===== src/rtl/sdram_rom_arbiter.sv =====
// Shares one toggle-handshake SDRAM word channel among the ROM download
// stream and three read clients, each backed by a one-word cache.
module sdram_rom_arbiter #(
    parameter int AW         = 23,
    parameter int STARVE_MAX = 3
) (
    input  logic          clk,
    input  logic          reset,
    input  logic          dl_wr,
    input  logic [AW:0]   dl_addr,
    input  logic [7:0]    dl_data,
    output logic          dl_busy,
    input  logic [AW-1:0] csd_addr,
    input  logic [AW-1:0] cpu_addr,
    input  logic [AW-1:0] spr_addr,
    output logic [15:0]   csd_q,
    output logic [15:0]   cpu_q,
    output logic [15:0]   spr_q,
    output logic          csd_valid,
    output logic          cpu_valid,
    output logic          spr_valid,
    output logic          mem_req,
    input  logic          mem_ack,
    output logic          mem_we,
    output logic [AW-1:0] mem_a,
    output logic [1:0]    mem_ds,
    output logic [15:0]   mem_d,
    input  logic [15:0]   mem_q
);
    localparam int SW = $clog2(STARVE_MAX + 1);

    typedef enum logic { IDLE, ISSUE } state_t;
    typedef enum logic [1:0] { G_DL, G_CSD, G_CPU, G_SPR } gnt_t;

    state_t        state;
    state_t        state_nx;
    gnt_t          gnt;
    gnt_t          gnt_sel;
    logic          grant;
    logic          done;
    logic          chan_idle;
    logic          pending;
    logic [AW:0]   hold_addr;
    logic [7:0]    hold_data;
    logic          dl_req;
    logic [AW:0]   wr_addr;
    logic [7:0]    wr_data;
    logic [AW-1:0] csd_tag;
    logic [AW-1:0] cpu_tag;
    logic [AW-1:0] spr_tag;
    logic [AW-1:0] lat_tag;
    logic [AW-1:0] gnt_addr;
    logic          csd_ok;
    logic          cpu_ok;
    logic          spr_ok;
    logic          csd_miss;
    logic          cpu_miss;
    logic          spr_miss;
    logic          spr_urgent;
    logic [SW-1:0] starve;

    // A byte strobed this cycle is visible to arbitration immediately,
    // so a download always beats a read miss raised in the same cycle.
    assign chan_idle  = (mem_ack == mem_req);
    assign dl_req     = pending | dl_wr;
    assign wr_addr    = dl_wr ? dl_addr : hold_addr;
    assign wr_data    = dl_wr ? dl_data : hold_data;
    assign csd_miss   = !csd_ok || (csd_addr != csd_tag);
    assign cpu_miss   = !cpu_ok || (cpu_addr != cpu_tag);
    assign spr_miss   = !spr_ok || (spr_addr != spr_tag);
    assign csd_valid  = !csd_miss;
    assign cpu_valid  = !cpu_miss;
    assign spr_valid  = !spr_miss;
    assign spr_urgent = spr_miss && (starve >= SW'(STARVE_MAX));
    assign dl_busy    = pending | ((state == ISSUE) & mem_we);

    // Next state and grant selection; arbitration only while idle.
    always_comb begin
        state_nx = state;
        grant    = 1'b0;
        done     = 1'b0;
        gnt_sel  = G_DL;
        unique case (state)
            IDLE: begin
                if (chan_idle) begin
                    grant = 1'b1;
                    if (dl_req)          gnt_sel = G_DL;
                    else if (spr_urgent) gnt_sel = G_SPR;
                    else if (csd_miss)   gnt_sel = G_CSD;
                    else if (cpu_miss)   gnt_sel = G_CPU;
                    else if (spr_miss)   gnt_sel = G_SPR;
                    else                 grant   = 1'b0;
                end
                if (grant) state_nx = ISSUE;
            end
            ISSUE: begin
                if (chan_idle) begin
                    done     = 1'b1;
                    state_nx = IDLE;
                end
            end
        endcase
    end

    // Command word address of the selected client.
    always_comb begin
        gnt_addr = wr_addr[AW:1];
        case (gnt_sel)
            G_CSD:   gnt_addr = csd_addr;
            G_CPU:   gnt_addr = cpu_addr;
            G_SPR:   gnt_addr = spr_addr;
            default: gnt_addr = wr_addr[AW:1];
        endcase
    end

    // State register.
    always_ff @(posedge clk) begin
        if (reset) state <= IDLE;
        else       state <= state_nx;
    end

    // Request toggle survives reset so an in-flight command can finish.
    always_ff @(posedge clk) begin
        if (grant && !reset) mem_req <= ~mem_req;
    end

    // Command latch, caches, download holding register, starve counter.
    always_ff @(posedge clk) begin
        if (reset) begin
            pending   <= 1'b0;
            hold_addr <= '0;
            hold_data <= '0;
            mem_we    <= 1'b0;
            mem_a     <= '0;
            mem_ds    <= 2'b00;
            mem_d     <= '0;
            gnt       <= G_DL;
            lat_tag   <= '0;
            starve    <= '0;
            csd_ok    <= 1'b0;
            cpu_ok    <= 1'b0;
            spr_ok    <= 1'b0;
            csd_tag   <= '0;
            cpu_tag   <= '0;
            spr_tag   <= '0;
            csd_q     <= '0;
            cpu_q     <= '0;
            spr_q     <= '0;
        end else begin
            if (grant) begin
                mem_a   <= gnt_addr;
                mem_we  <= (gnt_sel == G_DL);
                mem_ds  <= (gnt_sel == G_DL) ?
                           {wr_addr[0], ~wr_addr[0]} : 2'b11;
                mem_d   <= {wr_data, wr_data};
                gnt     <= gnt_sel;
                lat_tag <= gnt_addr;
                if (gnt_sel == G_SPR)
                    starve <= '0;
                else if (spr_miss && starve != SW'(STARVE_MAX))
                    starve <= starve + SW'(1);
            end
            if (done) begin
                if (mem_we) begin
                    pending <= 1'b0;
                    csd_ok  <= 1'b0;
                    cpu_ok  <= 1'b0;
                    spr_ok  <= 1'b0;
                end else begin
                    case (gnt)
                        G_CSD: begin
                            csd_q   <= mem_q;
                            csd_tag <= lat_tag;
                            csd_ok  <= (csd_addr == lat_tag);
                        end
                        G_CPU: begin
                            cpu_q   <= mem_q;
                            cpu_tag <= lat_tag;
                            cpu_ok  <= (cpu_addr == lat_tag);
                        end
                        G_SPR: begin
                            spr_q   <= mem_q;
                            spr_tag <= lat_tag;
                            spr_ok  <= (spr_addr == lat_tag);
                        end
                        default: ;
                    endcase
                end
            end
            if (dl_wr) begin
                pending   <= 1'b1;
                hold_addr <= dl_addr;
                hold_data <= dl_data;
            end
        end
    end

    // A download byte must not arrive while the previous one is held.
    assert property (@(posedge clk) disable iff (reset) !(dl_wr && pending));

endmodule


===== config.mk =====
export PLATFORM = sky130hd
export DESIGN_NAME = sdram_rom_arbiter
export DESIGN_NICKNAME = d
export VERILOG_FILES = /design/src/rtl/sdram_rom_arbiter.sv
export SDC_FILE = /design/constraint.sdc
export NUM_CORES = 1
export LEC_CHECK = 0
export CAP_MARGIN = 10
export CORE_UTILIZATION = 25
export CTS_BUF_LIST = sky130_fd_sc_hd__clkbuf_16
export CTS_CLUSTER_SIZE = 25
export DETAILED_ROUTE_END_ITERATION = 16
export SYNTH_ARGS = -nofsm -noshare
export SYNTH_HDL_FRONTEND = slang
export SYNTH_SLANG_ARGS = --single-unit

===== constraint.sdc =====
create_clock -name clk -period 2.5 [get_ports clk]
set_clock_uncertainty 0.2 [all_clocks]
set_input_delay 0.25 -clock clk [delete_from_list [all_inputs] [get_ports clk]]
set_output_delay 0.25 -clock clk [all_outputs]
set_load 0.01 [all_outputs]

After elaboration in Yosys (flattened, before gate mapping)

Cells that the tools add are included.

Add/subtract/negate cells: 1
Magnitude comparators: 1
Equality and inequality tests: 14
Mux-type cells: 35
Bitwise gates (word level): 7
Reduce and logical (&&, ||, !) cells: 28

Operator list:

| cell                                                 | count |
|---|---|
| equality test 23 bit                                 | 3 |
| inequality test 23 bit                               | 3 |
| case mux 23 bit (3 select lines)                     | 1 |
| 2-to-1 mux 24 bit                                    | 1 |
| 2-to-1 mux 1 bit                                     | 21 |
| 2-to-1 mux 2 bit                                     | 10 |
| nonzero test 2 bit                                   | 6 |
| AND reduction 2 bit                                  | 5 |
| AND reduction 3 bit                                  | 3 |
| equality test 2 bit (second input constant)          | 4 |
| 2-to-1 mux 8 bit                                     | 1 |
| zero test 1 bit                                      | 7 |
| equality test 2 x 1 -> 1 bit (second input constant) | 2 |
| inverter 1 bit                                       | 4 |
| logical AND 1 bit                                    | 3 |
| logical OR 1 bit                                     | 3 |
| adder 2 x 1 -> 2 bit (second input constant)         | 1 |
| >= comparator 2 bit (second input constant)          | 1 |
| zero test 2 bit                                      | 1 |
| inequality test 2 bit (second input constant)        | 1 |
| bitwise OR 1 bit                                     | 2 |
| case mux 1 bit (2 select lines)                      | 1 |
| bitwise AND 1 bit                                    | 1 |
| equality test 1 bit                                  | 1 |

Flip-flop bits (word level): 201
Word-level logic and storage cells: 106

Depth between registers and ports, before layout

Word-level depth: 12
Depth in mapped cells: 10

Worst setup path after synthesis

OpenSTA, ideal clock, no wires.

Path kind: register to register
From: reg cpu_tag[2]
To: reg lat_tag[13]
Setup time: 126 ps
Arrival time: 2,265 ps
Path slack: -91 ps
Stages on the path, launching flop included: 11
Clock period less this slack: 2,591 ps
Cells stage by stage: dfxtp_1 > xor2_1 > or4b_1 > nor4_2 > a21oi_1 > o21a_1 > nand2b_4 > buf_6 > buf_6 > a211oi_2 > o31ai_2

Cells in the longest elaborated chain, start to end: 10
Elaborated cells on any way between the ends: 19
Classes of those cells: eq/ne: 4; mux: 14; reduce/logical: 1

RTL lines:

| what                                                                       | line | text |
|---|---|---|
| from (decl)                                                                | 49   | `logic [AW-1:0] cpu_tag;` |
| from (signal assigned)                                                     | 178  | `cpu_tag <= lat_tag;` |
| inequality test 23 bit *                                                   | 69   | `assign cpu_miss = !cpu_ok \|\| (cpu_addr != cpu_tag);` |
| logical OR 1 bit *                                                         | 69   |  |
| 2-to-1 mux 2 bit                                                           | 90   | `else if (cpu_miss) gnt_sel = G_CPU;` |
| 2-to-1 mux 2 bit                                                           | 89   | `else if (csd_miss) gnt_sel = G_CSD;` |
| 2-to-1 mux 2 bit                                                           | 88   | `else if (spr_urgent) gnt_sel = G_SPR;` |
| 2-to-1 mux 2 bit                                                           | 87   | `if (dl_req) gnt_sel = G_DL;` |
| 2-to-1 mux 2 bit                                                           | 85   | `if (chan_idle) begin` |
| 2-to-1 mux 2 bit                                                           | 83   | `unique case (state)` |
| equality test 2 bit / equality test 2 x 1 -> 1 bit (equally long branches) | 108  | `case (gnt_sel)` |
| case mux 23 bit (3 select lines)                                           | 108  |  |
| to (signal assigned)                                                       | 157  | `lat_tag <= gnt_addr;` |
| to (decl)                                                                  | 51   | `logic [AW-1:0] lat_tag;` |

Mark *: on every way between the ends. The rest lies on a longest branch, timed or not. The select of a mux whose other input is x is not followed.
A chain may end at the register's enable or synchronous reset.

Worst setup path after layout

From: reg cpu_tag[2]
To: reg lat_tag[12]

The elaborated chain is that of the path after synthesis.

==> out/results.txt <==
CP endpoint kind - flip-flop
Vias/cell - 4.78
met2 wire len - 18.0 mm
hold_sp - dl_wr
Top FF cell, synth - dfxtp_1
Final Wtd Congestion - 0.906
1st-pass router iterations - 5
cts bufs inserted - 17
Yosys top cell area share - 0.404
Routed met1 length - 15.7 mm
failing checks - setup timing
synthesized area per cell - 8.29 um2
maximum number of pins on one net before global-route repair - 108
slew margin rel. - 0.642
first-pass GRT wire length - 54.8 mm
Crit Reg-Reg Startpoint - cpu_tag[2]
status - finished, violations left
die footprint - 38800 um2
# clock sinks - 193
Via Count - 9419
DRT Wirelength - 37.3 mm
mux cell area share after synthesis - 0.0366
largest family of logic cells by synthesized area - simple AND/OR/NAND/NOR gates
setup ws final - -0.0782 ns
total power - 0.00773 W
CTS H-tree depth - 4
layout cells sized above 1 - 0.224
Global Route Usage Sum - 0.188
CTS root buffer - clkbuf_16
met3 WL post-DR - 2.67 mm
Distinct cells, synth - 46
Cell Rows - 71
number of synthesized flops with an enable pin - 1
compound-cell area share of the yosys netlist - 0.155
max-capacitance violation count - 0
Register Area - 3880 um2
layout net count - 1568
Max Fclk - 388 MHz
Worst-path clk slew - 0.08 ns
leakage - 5.14 nW
cell count after synthesis - 1147
die height - 197 um
commonest non-fill, non-tap cell in the layout - nand2_1
syn nets - 1269
Hold Fails Final Rpt - 0
Synth Cell Area - 9510 um2
sequential element share of the synthesized area - 0.407
critical path required time - 2.68 ns
most frequent cells in the layout - nand2_1, clkdlybuf4s50_1, dfxtp_1, buf_4, a21oi_1
Synth area leader - dfxtp_1
Synth Area in Simple Gates - 0.221
Synth area leaders - dfxtp_1, nand2_1, xnor2_1
Least-Margin Pin Slew - 0.532 ns
Post-Synth XOR/XNOR Area - 0.129
Power Density - 536 nW/um2
Hold WS - 0.0135 ns
Final period util - 1.03
CP startpoint kind - flip-flop
Filler cells - 3824
core box area - 37600 um2
wire length per cell - 18.9 um
uppermost routed layer - met4
worst-path maximum fanout - 5
P&R area growth vs syn - 51.6%
crit path DAT - 2.76 ns
post-synthesis register bit count - 193
Crit Path Class - reg -> reg
GRT Residual Overflow - 0
Hold Path Class - in -> reg
post-route insts no fill - 1970
warnings from Yosys - 0
Detailed Place HPWL - 27.9 mm
remaining antenna violation count - 0
vias in the first global route - 9376
IO Pins - 216
Slew Viols, Final - 0
multi-input logic area - 5590 um2
CP startpoint - cpu_tag[2]
Synth async-reset ratio - 0
Clock Path Buffers - 2
CTS tree - built
initial antenna violation count - 2
Die Width - 197 um
Initial DRC Count - 711
Clk Latency, worst-skew pair - 0.45 ns
maximum vdd drop - 0.502 mV
Starting Density - 0.253
RSZ-0062 raised after global routing - yes
Synth Area in Adders - 0.00132
Post-route DRC - 0
Tmin final - 2.58 ns
final setup fails - 25
PortBufs - 215
placed cell count - 1925
## worst paths after layout
kind	endpoint	slack, ns	depth (start not counted)
max	lat_tag[12]	-0.08	9
min reg2reg	csd_q[12]	0.25	2
min	pending	0.01	3
max reg2reg	lat_tag[12]	-0.08	9
## critical path, cell delays in order, from the launching register on
cell and delay [ns]:
dfxtp_2 0.34, xor2_2 0.19, or4b_4 0.57, nor4_4 0.17, and4b_2 0.29, nand2b_4 0.13
a21o_4 0.20, clkbuf_16 0.18, a211oi_2 0.05, o31ai_2 0.20
## sequential cells by signal, summed over array words and instances (netlist names), 2 cells and up
signal     count
hold_addr     24
cpu_tag       23
csd_tag       23
lat_tag       23
spr_tag       23
cpu_q         16
csd_q         16
spr_q         16
hold_data      8
mem_d          8
gnt            2
mem_ds         2
starve         2
## cell usage after synthesis, drive strengths merged (6+ instances only)
cell type,count
a211oi,32
a21oi,129
buf,21
clkbuf,80
dfxtp,192
mux2,22
mux2i,10
nand2,268
nand2b,6
nand3,12
nand3b,23
nand4,26
nor2,52
nor2b,24
nor4,32
o21ai,6
o22ai,22
o31ai,23
xnor2,75
xor2,65
## layer usage
metal	track usage	vias up
li1	-	4484
met1	0.231	4524
met2	0.318	360
met3	0.0435	51
met4	0.0680	0
met5	0	-
## layout make-up
type,count,area share
timing repair buffer,381,0.256
antenna,2,0.000347
clock inverter,13,0.0113
multi-input combinational,848,0.388
clock buffer,17,0.0295
sequential,193,0.269
tap,511,0.0444
inverter,5,0.00130
## cells by family (layout without fill, tap and decap cells)
group,Yosys count,in the layout
mux,32,32
compound gates,219,219
other cells,0,2
simple gates,456,456
flops,193,193
xor+xnor,140,140
buf+inv,106,416
fa+ha+maj,1,1
## metrics by stage
step                 util  cell area [um2]  setup WS (ns)  setup TNS [ns]
CTS                 0.374            14000        -0.0656           -1.04
detailed placement  0.351            13200         -0.613          -22.02
finish              0.384            14400        -0.0782           -1.14
floorplan               -             9510         0.0192               0
global route        0.384            14400         -0.157           -4.12
global placement    0.351            13200         -0.607          -22.18
## repair_timing
action / in CTS / in global routing
hold endpoints to repair: 5 / 0
setup buffers: 5 / 1
pin swaps: 16 / 36
resized for setup: 55 / 45
endpoints found under the setup margin: 42 / 41
hold buffers: 1 / 0
gates cloned: 0 / 9
## where the power goes
| part | total (W) | switching (W) | leakage, nW | internal [W] |
|---|---|---|---|---|
| clock | 0.00286 | 0.00129 | 0.293 | 0.00157 |
| sequential | 0.00333 | 0.000153 | 1.57 | 0.00317 |
| combinational | 0.00154 | 0.000736 | 3.28 | 0.000801 |
| total | 0.00773 | 0.00218 | 5.14 | 0.00555 |
Power figures use the tool's default switching activity.
